### src/rtl/seg7_rx_hex.sv
// Decodes committed 7-segment patterns back to hex nibbles and
// pairs consecutive digits into a byte, with timeout and error counting.
module seg7_rx_hex #(
  parameter int TIMEOUT = 16,
  parameter int ERRW    = 4
) (
  input  logic            clk_2,
  input  logic            reset,
  input  logic [6:0]      seg_in,
  input  logic            stb,
  output logic [3:0]      digit,
  output logic            digit_valid,
  output logic [7:0]      byte_out,
  output logic            byte_valid,
  output logic            pending,
  output logic            err,
  output logic            timeout,
  output logic [ERRW-1:0] err_count
);

  localparam int CW = (TIMEOUT > 2) ? $clog2(TIMEOUT) : 1;
  localparam logic [CW-1:0] LAST = CW'(TIMEOUT - 1);

  typedef enum logic {
    IDLE,
    PEND
  } state_t;

  state_t          state_q;
  logic            stb_q;
  logic [CW-1:0]   cnt_q;
  logic [3:0]      hi_q;
  logic [3:0]      digit_q;
  logic [7:0]      byte_q;
  logic            dv_q;
  logic            bv_q;
  logic            pend_q;
  logic            err_q;
  logic            to_q;
  logic [ERRW-1:0] errc_q;

  logic       evt;
  logic       ok_d;
  logic [3:0] nib_d;

  assign evt = stb & ~stb_q;

  always_comb begin
    ok_d  = 1'b1;
    nib_d = 4'h0;
    unique case (seg_in)
      7'b0111111: nib_d = 4'h0;
      7'b0000110: nib_d = 4'h1;
      7'b1011011: nib_d = 4'h2;
      7'b1001111: nib_d = 4'h3;
      7'b1100110: nib_d = 4'h4;
      7'b1101101: nib_d = 4'h5;
      7'b1111101: nib_d = 4'h6;
      7'b0000111: nib_d = 4'h7;
      7'b1111111: nib_d = 4'h8;
      7'b1101111: nib_d = 4'h9;
      7'b1110111: nib_d = 4'hA;
      7'b1111100: nib_d = 4'hB;
      7'b0111001: nib_d = 4'hC;
      7'b1011110: nib_d = 4'hD;
      7'b1111001: nib_d = 4'hE;
      7'b1110001: nib_d = 4'hF;
      default:    ok_d  = 1'b0;
    endcase
  end

  always_ff @(posedge clk_2) begin
    if (reset) begin
      state_q <= IDLE;
      stb_q   <= 1'b1;
      cnt_q   <= '0;
      hi_q    <= '0;
      digit_q <= '0;
      byte_q  <= '0;
      dv_q    <= 1'b0;
      bv_q    <= 1'b0;
      pend_q  <= 1'b0;
      err_q   <= 1'b0;
      to_q    <= 1'b0;
      errc_q  <= '0;
    end else begin
      stb_q <= stb;
      dv_q  <= 1'b0;
      bv_q  <= 1'b0;
      err_q <= 1'b0;
      to_q  <= 1'b0;
      if (evt) begin
        cnt_q <= '0;
        if (ok_d) begin
          digit_q <= nib_d;
          dv_q    <= 1'b1;
          if (state_q == IDLE) begin
            hi_q    <= nib_d;
            state_q <= PEND;
            pend_q  <= 1'b1;
          end else begin
            byte_q  <= {hi_q, nib_d};
            bv_q    <= 1'b1;
            state_q <= IDLE;
            pend_q  <= 1'b0;
          end
        end else begin
          err_q   <= 1'b1;
          state_q <= IDLE;
          pend_q  <= 1'b0;
          if (errc_q != '1) errc_q <= errc_q + 1'b1;
        end
      end else if (state_q == PEND) begin
        // an event on the expiry edge takes the branch above instead
        if (cnt_q == LAST) begin
          to_q    <= 1'b1;
          cnt_q   <= '0;
          state_q <= IDLE;
          pend_q  <= 1'b0;
        end else begin
          cnt_q <= cnt_q + 1'b1;
        end
      end
    end
  end

  assign digit       = digit_q;
  assign digit_valid = dv_q;
  assign byte_out    = byte_q;
  assign byte_valid  = bv_q;
  assign pending     = pend_q;
  assign err         = err_q;
  assign timeout     = to_q;
  assign err_count   = errc_q;

endmodule

### config.mk
export PLATFORM = sky130hd
export DESIGN_NAME = seg7_rx_hex
export DESIGN_NICKNAME = d
export VERILOG_FILES = /design/src/rtl/seg7_rx_hex.sv
export SDC_FILE = /design/constraint.sdc
export NUM_CORES = 1
export LEC_CHECK = 0
export ABC_CLOCK_PERIOD_IN_PS = 2400
export CAP_MARGIN = 10
export CORE_AREA = 4 4 74 76
export DETAILED_ROUTE_END_ITERATION = 10
export DIE_AREA = 0 0 78 80
export MAX_ROUTING_LAYER = met4
export PLACE_DENSITY = 0.56
export SYNTH_ARGS = -nofsm -noshare
export SYNTH_HDL_FRONTEND = slang
export SYNTH_SLANG_ARGS = --single-unit
### constraint.sdc
create_clock -name clk_2 -period 2.4 [get_ports clk_2]
set_clock_uncertainty 0.05 [all_clocks]
set_input_delay 0.48 -clock clk_2 [delete_from_list [all_inputs] [get_ports clk_2]]
set_output_delay 0.48 -clock clk_2 [all_outputs]
set_load 0.005 [all_outputs]
==> results of run 1 <==
[placed cells by master, fill, tap and decap left out, types with 3 or more instances in the layout]
cell | netlist | final
nor2_1 | 10 | 10
clkdlybuf4s50_1 | 0 | 24
nor2b_1 | 9 | 9
nand2_1 | 8 | 8
clkbuf_8 | 0 | 6
dfxtp_1 | 31 | 31
a41oi_1 | 3 | 3
dlymetal6s2s_1 | 0 | 4
buf_4 | 1 | 31
nand2b_1 | 15 | 15
nand3_1 | 4 | 4
mux2i_1 | 14 | 14
nand4_1 | 4 | 4
[cell families after synthesis]
| family | synth area share |
|---|---|
| simple gates | 0.289 |
| flops | 0.373 |
| compound gates | 0.143 |
| mux | 0.123 |
| buf+inv | 0.0361 |
| xor+xnor | 0.0211 |
| fa+ha+maj | 0.0150 |
[synth_stat cells (all sizes together), types with 3 or more instances]
| cell | number |
|---|---|
| nand2 | 8 |
| nor2 | 11 |
| nand2b | 15 |
| clkbuf | 5 |
| and3 | 3 |
| mux2i | 14 |
| dfxtp | 31 |
| mux2 | 5 |
| nor2b | 9 |
| a21oi | 4 |
| nand3 | 4 |
| a41oi | 3 |
| buf | 5 |
| nand4 | 5 |
[timing repair]
action,CTS,global route
pin swaps,1,1
gates resized for setup,5,8
gates cloned,0,0
endpoints found under the setup margin,7,14
[path summary, 6_finish.rpt]
kind / startpoint / end
worst max-delay path: seg_in[6] / digit[0]$_SDFFE_PP0P_
worst min register to register: byte_out[3]$_SDFFE_PP0P_ / byte_out[3]$_SDFFE_PP0P_
worst max register to register: err_count[0]$_SDFFE_PP0P_ / err_count[0]$_SDFFE_PP0P_
worst min-delay path: byte_out[3]$_SDFFE_PP0P_ / byte_out[3]$_SDFFE_PP0P_
[sequential cells by signal, summed over array words and instances (netlist names)]
register     count
byte_out         8
byte_valid       1
cnt_q            4
digit            4
digit_valid      1
err              1
err_count        4
hi_q             4
pending          1
state_q          1
stb_q            1
timeout          1
[metrics by stage]
step / total power [mW] / setup WS [ns] / util / std cells
after floorplan: 0.601 / 0.189 / - / 166
final: 1.07 / 0.123 / 0.500 / 291
after detailed placement: 0.665 / -0.343 / 0.472 / 284
after global placement: 0.661 / -0.298 / 0.472 / 284
after CTS: 1.07 / 0.000665 / 0.495 / 291
after global routing: 1.11 / -0.00137 / 0.500 / 291
[per-layer routing]
layer,up-vias,global-route usage
li1,723,-
met1,680,0.157
met2,32,0.242
met3,7,0.0271
met4,0,0.0682
met5,-,-
[critical path: stages]
cell             delay, ns
clkdlybuf4s50_1       0.50
or4b_4                0.58
nor2_4                0.13
a2111oi_2             0.07
buf_4                 0.17
a21oi_4               0.27
mux2i_1               0.22
[power by group]
group	switching, mW	internal [mW]
Combinational	0.0660	0.0697
Sequential	0.00308	0.518
Clock	0.185	0.225
Total	0.254	0.813
[final cells by class]
type / count / share of cell area
clock inverter: 1 / 0.00212
multi-input combinational: 123 / 0.433
clock buffer: 6 / 0.0349
inverter: 2 / 0.00318
sequential: 31 / 0.263
tap: 67 / 0.0355
timing repair buffer: 61 / 0.229
==> run metrics, run 1 <==
status finished, final reports clean; vias in the first global route between 1.5k and 2k; DR WL/cell roughly 14 um; fin. max-slew vios 0; CTS Buf Count 5; Tot GR Track Use 0.141; synthesized area per cell 10.0 um^2; clock sink total 31; Initial Utilization 0.352; final setup fails 0; Worst Path Required 2.55 ns; Fmax achieved 0.439 GHz; Remaining DRCs 0; actual slew at the worst max-slew pin approximately 0.48 ns; biggest area consumer among synthesized cells dfxtp_1; Detailed Route Iter0 Violations 40; top cells by area, synth dfxtp_1, mux2i_1, nand2b_1; Area Growth Syn to Fin 42.0%; I/O Pins 31; area of the multi-input gates 0.00102 mm^2; first-pass detailed-route iteration total 4; clock buffer depth 2; DIE HEIGHT 80 um; Post-synth EDFFs 0; Final ANT Viol Nets 0; Yosys top cell area share 0.373; hold depth 2; Power Dens Cells about 450 mW/mm^2; async set-reset flop share out of synthesis 0; DP Wirelength 3000 um; antenna cells 0; TNS Setup 0 ns; total grt overflow 0; register area 621 um^2; TritonCTS clock tree yes; Post-Syn Instances around 170; DR top layer met4; Post-CTS Setup Bufs 0; Tightest Hold Check Type reg2reg; hold_ws ~0.42 ns; final instance area 0.00236 mm^2; max-cap violations 0; via count approximately 1.4k; core area about 0.0047 mm^2; Seq/Total Area, Yosys 0.373; # rows 25; Clock Tree Root clkbuf_8; Nets roughly 240; clock slew at reported path FFs approximately 0.060 ns; Slew headroom 0.672; Tcrit/Tclk final 0.949; CP max FO 7; Worst VDD drop between 150 and 200 uV; Yosys warning count 0; fraction of final layout cells sized beyond drive strength 1 0.272; FF-to-FF path depth 4; crit path capture type flop; met2 wire len 1910 um; Synth Cell Area between 0.0015 and 0.002 mm^2; die area 0.00624 mm^2; largest net degree at the start of global routing 24; DR WL met3 158 um; met1 wire length ~1800 um; FF+latch count, synth 31; drt total wl a little under 4000 um; fillcell total around 440; post-synth cell types 56; Worst setup SP type input pin; WS Path Type in2reg; htree depth 2; cts hold-fix bufs 0; first-pass GRT wire length between 6000 and 7000 um; CP arrival approximately 2.4 ns; P_leak ~0.98 nW; die width about 78 um; initial antenna violation count 0; Syn Nets 178; Worst-Skew Late Latency 0.28 ns; # port buffers 30; final hold violations 0; Final Wtd Congestion roughly 0.84; Via density a little under 5; placed cell area 0.00223 mm^2; Post-synth top flop dfxtp_1; Final min period around 2.3 ns; worst reg-to-reg setup slack about 0.95 ns
Note: power is estimated with default switching activity, not from simulation.
==> run 2, diff against run 1 <==
--- a/config.mk
+++ b/config.mk
@@ -6,7 +6,6 @@
 export NUM_CORES = 1
 export LEC_CHECK = 0
 export ABC_CLOCK_PERIOD_IN_PS = 2400
-export CAP_MARGIN = 10
 export CORE_AREA = 4 4 74 76
 export DETAILED_ROUTE_END_ITERATION = 10
 export DIE_AREA = 0 0 78 80
==> results of run 2 <==
No change in the layout: final DEF, timing and power equal those of run 1.
==> run 3, diff against run 2 <==
--- a/config.mk
+++ b/config.mk
@@ -6,11 +6,11 @@
 export NUM_CORES = 1
 export LEC_CHECK = 0
 export ABC_CLOCK_PERIOD_IN_PS = 2400
-export CORE_AREA = 4 4 74 76
+export CORE_AREA = 4 4 64 89
 export DETAILED_ROUTE_END_ITERATION = 10
-export DIE_AREA = 0 0 78 80
+export DIE_AREA = 0 0 68 93
 export MAX_ROUTING_LAYER = met4
-export PLACE_DENSITY = 0.56
+export PLACE_DENSITY = 0.55
 export SYNTH_ARGS = -nofsm -noshare
 export SYNTH_HDL_FRONTEND = slang
 export SYNTH_SLANG_ARGS = --single-unit
==> run 3 against run 2 <==
Non-clock buffer count stayed put. Final cell count is 1.0% lower. Routed wire length is 2.8% higher. Die area is 1.3% higher. Setup slack worse by 0.045 ns. Utilization is 1.1 points lower. Critical path type unchanged. Register-to-register slack hardly changed. Total power is 0.19% lower.
==> run metrics, run 3 (synthesis gave the netlist of run 1 again) <==
status finished, final reports clean; actual slew at the worst max-slew pin 0.424 ns; Initial Utilization 0.341; Nets between 200 and 250; Worst-Skew Late Latency 0.28 ns; hold_ws roughly 0.43 ns; fin. max-slew vios 0; placed cell area 0.00222 mm^2; # port buffers 30; crit path capture type flop; # rows 30; CTS Buf Count 5; Tot GR Track Use 0.142; CP max FO 9; Tcrit/Tclk final 0.968; DP Wirelength 3190 um; Post-Layout Cell Count between 200 and 300; Area Growth Syn to Fin 43.6%; Via density between 5 and 6; final setup fails 0; initial antenna violation count 0; crit-path max cell delay 0.43 ns; die area ~0.0063 mm^2; Final ANT Viol Nets 0; Remaining DRCs 0; DIE HEIGHT between 90 and 100 um; clock sink total 31; final instance area approximately 0.0024 mm^2; RSZ-0062 raised after global routing no; DR WL/cell 14.1 um; Final Wtd Congestion 0.895; final hold violations 0; Detailed Route Iter0 Violations 70; Fmax achieved around 0.43 GHz; Worst setup SP type input pin; fraction of final layout cells sized beyond drive strength 1 0.281; TNS Setup 0 ns; largest net degree at the start of global routing 15; most common cell after layout, fill and taps aside dfxtp_1; WS Path Type in2reg; CP max stage cell clkdlybuf4s50_1; Final min period ~2.3 ns; total grt overflow 0; dpl cells 280; clock slew at reported path FFs ~0.06 ns; htree depth 2; core area ~0.005 mm^2; Worst VDD drop approximately 230 uV; die width 68 um; Worst Path Required roughly 2.5 ns; antenna cells 0; max-cap violations 0; Design Power 1.06 mW; ordered list of cells on the worst path clkdlybuf4s50_1 -> buf_6 -> nor4bb_2 -> o311ai_4 -> and4_4 -> and3_4 -> mux2_1; dpl ws -0.380 ns; CP arrival 2.43 ns; first-pass detailed-route iteration total 4; final core utilization 0.490; vias in the first global route between 1.5k and 2k; setup ws final 0.0775 ns; I/O Pins 31; commonest non-fill, non-tap cells in the layout dfxtp_1, buf_4, clkdlybuf4s50_1, nand2b_1, mux2i_1; drt total wl ~4000 um; TritonCTS clock tree yes; Clock Tree Root clkbuf_8; P_leak 0.977 nW; first-pass GRT wire length 6870 um; clock buffer depth 2; via count about 1.5k; Power Dens Cells 446 mW/mm^2; Slew headroom 0.714; Tightest Hold Check Type reg2reg; max reg flops 8
## run 3: changes by cell type in the layout (fill, tap and decap cells not counted), sizes merged
cell and delta:
clkdlybuf4s50 +2, dlymetal6s2s -2
## run 3: per-layer routing
metal	up-vias	routed length, um	global-route usage
li1	719	-	-
met1	698	1640	0.158
met2	28	2180	0.242
met3	8	149	0.0313
met4	0	72	0.0547
met5	-	0	-
## run 3: final cells by class
class	instances	area, um^2
Multi-Input combinational cell	123	1030
Fill cell	486	2490
Inverter	2	7.51
Clock buffer	6	82.6
Tap cell	64	80.1
Timing Repair Buffer	61	559
Clock inverter	1	5.00
Sequential cell	31	621
## run 3: critical path: cells and delay by family
kind	cells	cell delay (ns)
AOI/OAI and AO/OA	1	0.36
buffers and inverters	2	0.58
muxes	1	0.31
and+or+nand+nor	3	0.70
## run 3: timing repair
action | 4_1_cts | 5_1_grt
gates resized for setup | 4 | 12
hold buffers | 0 | 0
setup endpoints to repair | 15 | 14
pin swaps | 0 | 7
setup buffers | 0 | 1
## run 3: path summary, 6_finish.rpt
check                             from                        end  slack [ns]  depth (start not counted)
min reg2reg   byte_out[7]$_SDFFE_PP0P_   byte_out[7]$_SDFFE_PP0P_        0.43                          2
min           byte_out[7]$_SDFFE_PP0P_   byte_out[7]$_SDFFE_PP0P_        0.43                          2
max                          seg_in[3]  err_count[0]$_SDFFE_PP0P_        0.08                          7
max reg2reg  err_count[0]$_SDFFE_PP0P_  err_count[0]$_SDFFE_PP0P_        0.95                          4
## run 3: power by group
part,switching (mW),internal [mW]
logic,0.0662,0.0716
registers,0.00322,0.518
clock network,0.181,0.224
